==> src/rtl/bits_imem_fetch.sv <==
// Instruction-memory fetch unit: packs 32-bit memory reads into 128-bit words
// with a byte-valid mask and delivers them over a four-phase active-low handshake.
module bits_imem_fetch #(
    parameter int ADDR_W    = 14,
    parameter int MAX_READS = 4
) (
    input  logic              clk,
    input  logic              resetB,
    input  logic              start,
    input  logic [15:0]       expectedBytes,
    input  logic              mem_req_b,
    output logic              mem_ack_b,
    output logic [127:0]      instruction_word,
    output logic [15:0]       instruction_byte_valid,
    output logic              done_reading_memory,
    output logic              imem_ceb,
    output logic [ADDR_W-1:0] imem_addr,
    input  logic [31:0]       imem_rdata
);

    localparam logic [2:0] S_IDLE  = 3'd0;
    localparam logic [2:0] S_FETCH = 3'd1;
    localparam logic [2:0] S_WAIT  = 3'd2;
    localparam logic [2:0] S_ACK   = 3'd3;
    localparam logic [2:0] S_REL   = 3'd4;

    localparam logic [15:0] WORD_BYTES = 16'(MAX_READS * 4);

    logic [2:0]        state_q, state_d;
    logic [15:0]       rem_q, rem_d;
    logic [ADDR_W-1:0] addr_q, addr_d;
    logic              done_q, done_d;
    logic [2:0]        nreads_q, nreads_d;
    logic [1:0]        rd_idx_q, rd_idx_d;
    logic              cap_valid_q, cap_valid_d;
    logic [1:0]        cap_slot_q, cap_slot_d;
    logic [127:0]      asm_q, asm_d;
    logic [127:0]      word_q, word_d;
    logic [15:0]       mask_q, mask_d;

    logic [15:0]       mask_calc;
    logic [127:0]      wmask;
    logic [2:0]        nreads_calc;

    // Byte mask for the word currently being assembled, derived from bytes remaining.
    always_comb begin
        if (rem_q >= WORD_BYTES) begin
            mask_calc   = 16'hFFFF;
            nreads_calc = 3'(MAX_READS);
        end else begin
            mask_calc   = ~(16'hFFFF >> rem_q[3:0]);
            nreads_calc = 3'(({1'b0, rem_q[3:0]} + 5'd3) >> 2);
        end
        wmask = '0;
        for (int j = 0; j < 16; j++) begin
            wmask[8*j +: 8] = {8{mask_calc[j]}};
        end
    end

    always_comb begin
        state_d     = state_q;
        rem_d       = rem_q;
        addr_d      = addr_q;
        done_d      = done_q;
        nreads_d    = nreads_q;
        rd_idx_d    = rd_idx_q;
        word_d      = word_q;
        mask_d      = mask_q;
        cap_valid_d = (state_q == S_FETCH);
        cap_slot_d  = rd_idx_q;
        asm_d       = asm_q;

        // Read data arrives the cycle after its request; drop it into its slot.
        if (cap_valid_q) begin
            case (cap_slot_q)
                2'd0:    asm_d[127:96] = imem_rdata;
                2'd1:    asm_d[95:64]  = imem_rdata;
                2'd2:    asm_d[63:32]  = imem_rdata;
                default: asm_d[31:0]   = imem_rdata;
            endcase
        end

        case (state_q)
            S_IDLE: begin
                if (!mem_req_b) begin
                    if (done_q || rem_q == 16'd0) begin
                        word_d  = '0;
                        mask_d  = '0;
                        state_d = S_ACK;
                    end else begin
                        nreads_d = nreads_calc;
                        rd_idx_d = 2'd0;
                        asm_d    = '0;
                        state_d  = S_FETCH;
                    end
                end
            end
            S_FETCH: begin
                addr_d   = addr_q + 1'b1;
                rd_idx_d = rd_idx_q + 2'd1;
                if ({1'b0, rd_idx_q} == nreads_q - 3'd1) begin
                    state_d = S_WAIT;
                end
            end
            S_WAIT: begin
                word_d  = asm_d & wmask;
                mask_d  = mask_calc;
                state_d = S_ACK;
            end
            S_ACK: begin
                rem_d = (rem_q >= WORD_BYTES) ? rem_q - WORD_BYTES : 16'd0;
                if (rem_d == 16'd0) begin
                    done_d = 1'b1;
                end
                state_d = S_REL;
            end
            S_REL: begin
                if (mem_req_b) begin
                    state_d = S_IDLE;
                end
            end
            default: state_d = S_IDLE;
        endcase

        // A new stream aborts whatever is in flight, including a concurrent request.
        if (start) begin
            state_d     = S_IDLE;
            rem_d       = expectedBytes;
            addr_d      = '0;
            done_d      = (expectedBytes == 16'd0);
            cap_valid_d = 1'b0;
        end
    end

    always_ff @(posedge clk) begin
        if (resetB) begin
            state_q     <= S_IDLE;
            rem_q       <= '0;
            addr_q      <= '0;
            done_q      <= 1'b0;
            nreads_q    <= '0;
            rd_idx_q    <= '0;
            cap_valid_q <= 1'b0;
            cap_slot_q  <= '0;
            asm_q       <= '0;
            word_q      <= '0;
            mask_q      <= '0;
        end else begin
            state_q     <= state_d;
            rem_q       <= rem_d;
            addr_q      <= addr_d;
            done_q      <= done_d;
            nreads_q    <= nreads_d;
            rd_idx_q    <= rd_idx_d;
            cap_valid_q <= cap_valid_d;
            cap_slot_q  <= cap_slot_d;
            asm_q       <= asm_d;
            word_q      <= word_d;
            mask_q      <= mask_d;
        end
    end

    assign mem_ack_b              = (state_q != S_ACK);
    assign imem_ceb               = (state_q != S_FETCH);
    assign imem_addr              = addr_q;
    assign instruction_word       = word_q;
    assign instruction_byte_valid = mask_q;
    assign done_reading_memory    = done_q;

endmodule

==> config.mk <==
export PLATFORM = sky130hd
export DESIGN_NAME = bits_imem_fetch
export DESIGN_NICKNAME = d
export VERILOG_FILES = /design/src/rtl/bits_imem_fetch.sv
export SDC_FILE = /design/constraint.sdc
export NUM_CORES = 1
export LEC_CHECK = 0
export BUFFER_PORTS_ARGS = -buffer_cell sky130_fd_sc_hd__buf_2
export CAP_MARGIN = 20
export CORE_MARGIN = 5
export CORE_UTILIZATION = 55
export CTS_CLUSTER_SIZE = 40
export DETAILED_ROUTE_END_ITERATION = 16
export GPL_ROUTABILITY_DRIVEN = 0
export PLACE_DENSITY_LB_ADDON = 0.12
export SLEW_MARGIN = 25
export SYNTH_ARGS = -nofsm -noshare
export SYNTH_HDL_FRONTEND = slang
export SYNTH_SLANG_ARGS = --single-unit
==> constraint.sdc <==
create_clock -name clk -period 3.2 [get_ports clk]
set_input_delay 0.48 -clock clk [delete_from_list [all_inputs] [get_ports clk]]
set_output_delay 0.48 -clock clk [all_outputs]
set_load 0.03 [all_outputs]
After elaboration in Yosys (flattened, before gate mapping)
Cells that the tools add are included.
{ "totals": {"output_inout_bits": 161, "reg_bits": 314, "inputBits": 52, "wordCells": 83} }
{ "op_classes": {"shifts": 1, "bitwise_logic": 4, "n_addsub": 5, "n_mux": 30, "n_reduce_logical": 17, "eq_ne": 14, "order_cmp": 1} }
{ "ops": {"columns": ["op", "count"], "rows": [
  ["two-way mux 128 bit", 6],
  ["one-hot mux 128 bit (2 select lines)", 1],
  ["bitwise AND 128 bit", 1],
  ["two-way mux 32 bit", 4],
  ["two-way mux 16 bit", 6],
  ["zero test 16 bit", 3],
  ["one-hot mux 16 bit (2 select lines)", 1],
  ["greater-or-equal comparator 16 x 5 -> 1 bit, second input constant", 1],
  ["NOT 16 bit", 1],
  [">> shifter 16 x 4 -> 16 bit, first input constant", 1],
  ["subtractor 16 x 5 -> 16 bit, second input constant", 1],
  ["one-hot mux 3 bit (5 select lines)", 1],
  ["adder 14 x 1 -> 14 bit, second input constant", 1],
  ["two-way mux 3 bit", 4],
  ["AND reduction 3 bit", 4],
  ["!= test 2 bit, second input constant", 4],
  ["nonzero test 2 bit", 4],
  ["== test 3 x 2 -> 1 bit, second input constant", 2],
  ["two-way mux 2 bit", 3],
  ["adder 4 x 2 -> 5 bit, second input constant", 1],
  ["one-hot mux 2 bit (2 select lines)", 1],
  ["== test 2 x 3 -> 1 bit", 1],
  ["== test 3 x 1 -> 1 bit, second input constant", 1],
  ["== test 3 bit, second input constant", 1],
  ["other kinds (15)", 18]
]} }

Depth between registers and ports, before layout
{ "depth": {"ltp_word": 7, "mapped_depth": 8, "depth_no_buf": 7} }

Least setup slack after synthesis
No wires, ideal clock.
{ "synth_path": {"kind": "register to register", "from": "reg rem_q[4]", "to": "reg mask_q[1], in the netlist instruction_byte_valid[1]", "required_time_ps": 3085, "t_arrival_ps": 1849, "stages_incl_launch_ff": 9, "synth_period_minus_slack_ps": 1965, "setup_slack_ps": 1235, "setup_ps": 115, "n_path_buf": 2, "cell_sequence": "dfxtp_1 inv_1 ha_1 clkbuf_1 and3_1 buf_2 nand2_2 o21ai_2 a21bo_2"} }
{ "synth_via": {"elab_chain_len": 4, "word_cells_on_any_way": 7, "classes_between": "order compare (1); eq/ne (1); mux (2); reduce/logical (3)"} }
{ "synth_rtl": {"columns": ["element", "line", "source"], "rows": [
  ["start, declared", "30", "logic [15:0] rem_q, rem_d;"],
  ["start signal, assigned", "150", "rem_q <= rem_d;"],
  ["parallel branches: the longest is 4 deep, another holds greater-or-equal comparator 16 x 5 -> 1 bit", null, null],
  ["end signal, assigned", "159", "mask_q <= mask_d;"],
  ["end, declared", "39", "logic [15:0] mask_q, mask_d;"]
]} }
Several ways; the timed one is not identified.
A chain may end at the register's enable or synchronous reset.

Final worst setup path
{ "layout_path": {"from": "reg rem_q[15]", "to": "reg word_q[108], in the netlist instruction_word[108]"} }
{ "layout_via": {"elab_chain_len": 4, "word_cells_on_any_way": 8, "classes_between": "order compare (1); eq/ne (1); mux (2); bitwise (1); reduce/logical (3)"} }
{ "layout_rtl": {"columns": ["element", "line", "source"], "rows": [
  ["greater-or-equal comparator 16 x 5 -> 1 bit / zero test 16 bit (equally long branches)", "47, 86", null],
  ["two-way mux 16 bit / logical OR 1 bit (equally long branches)", "47, 86", null],
  ["bitwise AND 128 bit / != test 2 bit (equally long branches)", null, null],
  ["one-hot mux 128 bit (2 select lines) / AND reduction 3 bit (equally long branches)", null, null],
  ["end signal, assigned", "158", "word_q <= word_d;"],
  ["end, declared", "38", "logic [127:0] word_q, word_d;"]
]} }
Several ways; a longest one is shown, not always the timed one.

==> metrics <==
Req. time, crit path=3.59 ns; total number of vias=approximately 10,000; Worst setup SP type=flop; CP Max Fanout=13; clock share of power=47.4%; P_int=~0.0065 W; I/O pins=213; Lkg Pwr=6.08 nW; Setup Viol. Count Final=0; FFs w/ async S/R, synth=0%; CTS H-tree lvls=2; Post-Syn Area per Cell=9.53 um^2; vias in the first global route=9,113; cell taking the most area after synthesis=dfxtp_1; cts hold-fix bufs=0; skew final=0.0203 ns; die area=0.0245 mm^2; Slew Limit Fails=0; n_diodes=0; Placement Rows=53; Placeable Area=0.0211 mm^2; VDD IR max=roughly 0.47 mV; GRT Residual Overflow=0; Wirelength per Cell=18.9 um; first-pass GRT wire length=around 50,000 um; Final HPWL DP=21,700 um; Post-synth EDFFs=0; clk buf depth=3; synth cell count leaders=314 x dfxtp_1, 193 x nand2_1, 110 x a21oi_1, 93 x a22o_1, 81 x and2_1; Placed Cells incl. Taps=1,660; GRT Util Overall=25.5%; non-filler cells, final=1,718; initial antenna violation count=0; clock root buffer=clkbuf_16; total wire length=32,500 um; Vias/cell=5.68; max cap viols=0; nets=around 1,500; Port Buffers=roughly 210; Post-Syn Nets=~1,300; Syn Std Cell Area=0.0118 mm^2; sequential share of the synthesized area=53.2%; Period minus WS final=2.72 ns; CP endpoint kind=flop; Sw Pwr=0.00188 W; top-count cell post-synth=dfxtp_1; f_max=368 MHz; Rel. slew slack=38.9%; Vert. Die Dim=157 um; Synth Flop Type=dfxtp_1; Sw Share=22.6%; Post-CTS Resized=0; RSZ-0062 raised after global routing=false; Top delay family on crit path=compound AO/OA/AOI/OAI gates; CTS tree=yes; crit share post-route=84.9%; Worst Tran Pin Value=0.917 ns; Yosys top cell area share=a little over half; Initial DRC Count=817; Critical Path, Cell by Cell=nor4_1 > a21boi_2 > and2_1 > a31oi_2 > a22o_1; critical path class=reg2reg; Sink Count=314; Final Hold Viols=0; Synth cell types=68; CTS clk-pin slew, worst paths=0.06 ns; CTS Buf Count=34; Sum Neg Setup Slack=0 ns; Seq cells post-synth=314; final antenna-violating net count=0; initial core utilization=56.1%; CP max stage cell=a21boi_2; area grow syn2layout=19.8%; CP Data Arrival Time=just over 3 ns; DRC=0; worst hold path class=in2reg; Post-CTS Setup Bufs=0; warnings from Yosys=0; largest net degree at the start of global routing=81; Worst Path Buf+Inv=0; share of post-route cells with drive strength above 1=~22%; synthesized instance count=roughly 1,200; clock latency on the worst-skew pair=about 0.5 ns; Slowest Stage Delay on Critical Path=0.60 ns; PD cells=589 mW/mm^2; Die W=157 um; first-pass iteration count of the detailed router=5; leading post-synthesis cells by cell area=dfxtp_1 53%, a22o_1 6.9%, nand2_1 6.1%, a21oi_1 4.7%, and2_1 4.3%; Seq pwr share=47.6%; Comb pwr share=under 10%; outcome=completed
[kinds of logic after synthesis]
group | share of synthesized area [%]
flops | 53.2
mux | 4.06
xor+xnor | 1.04
compound gates | 19.7
buf+inv | 3.68
fa+ha+maj | 0.529
simple gates | 17.8
[cells in the final DEF (no fill, tap or decap), types with 12 or more instances in the layout]
cell type / n
nand3_1: 13
nor2_1: 73
mux2i_1: 48
nand2_1: 192
nor3_1: 12
buf_2: 211
clkbuf_16: 35
a22o_1: 93
o2bb2ai_1: 47
dfxtp_1: 314
buf_4: 13
a21oi_1: 110
and2_1: 81
o21ai_0: 14
inv_1: 18
[through the flow]
stage	instance area, um^2	setup WS, ns	total power [W]	hold slack (ns)	util [%]
final	14200	0.482	0.00834	0.243	67.2
after global routing	14200	0.365	0.00860	0.243	67.2
after CTS	14200	0.559	0.00839	0.229	67.2
after detailed placement	13000	0.591	0.00447	0.441	61.8
after global placement	13000	0.718	0.00447	0.443	61.8
after floorplan	11800	1.24	0.00430	0.432	-
[final cells by class]
class,instances,area (um^2)
timing repair buffer,227,1210
multi-input combinational,825,5110
inverter,19,71.3
clock inverter,12,148
sequential,314,6290
tap,275,344
fill,1762,6920
clock buffer,46,987
[power groups by stage]
stage / Combinational, W / Sequential, W / Clock, W
finish: 0.000416 / 0.00397 / 0.00396
global route: 0.000447 / 0.00397 / 0.00418
CTS: 0.000411 / 0.00397 / 0.00401
detailed placement: 0.000409 / 0.00406 / 0
global placement: 0.000410 / 0.00405 / 0
floorplan: 0.000255 / 0.00405 / 0
[state kept, by name, indices dropped and copies added (netlist names)]
| register | count |
|---|---|
| done_reading_memory | 1 |
| instruction_byte_valid | 16 |
| imem_addr | 14 |
| instruction_word | 128 |
| nreads_q | 3 |
| asm_q | 128 |
| state_q | 3 |
| cap_valid_q | 1 |
| cap_slot_q | 2 |
| cap_slot_d | 2 |
| rem_q | 16 |
[final timing paths]
kind,from,to,slack [ns],cells past startpoint
setup / recovery,rem_q[15]$_SDFFE_PP0P_,instruction_word[108]$_SDFFE_PP0P_,0.48,5
hold reg to reg,instruction_word[39]$_SDFFE_PP0P_,instruction_word[39]$_SDFFE_PP0P_,0.45,1
setup reg to reg,rem_q[15]$_SDFFE_PP0P_,instruction_word[108]$_SDFFE_PP0P_,0.48,5
hold / removal,expectedBytes[12],rem_q[12]$_SDFFE_PP0P_,0.24,3
[tightest hold or removal path: cells and delay by family]
family          cells  cell delay, ns
buf+inv             1            0.10
compound gates      1            0.05
simple gates        1            0.05
[routing by layer]
layer  vias to the layer above  track usage, %  part of all wire [%]
met1                      4646            36.2                    44
met4                         0            7.11                   2.2
met3                        57            4.73                   7.7
met5                         -               0                     0
met2                       364            40.1                    46
li1                       4697               -                     -
No activity file was read; power rests on OpenSTA's default activity.
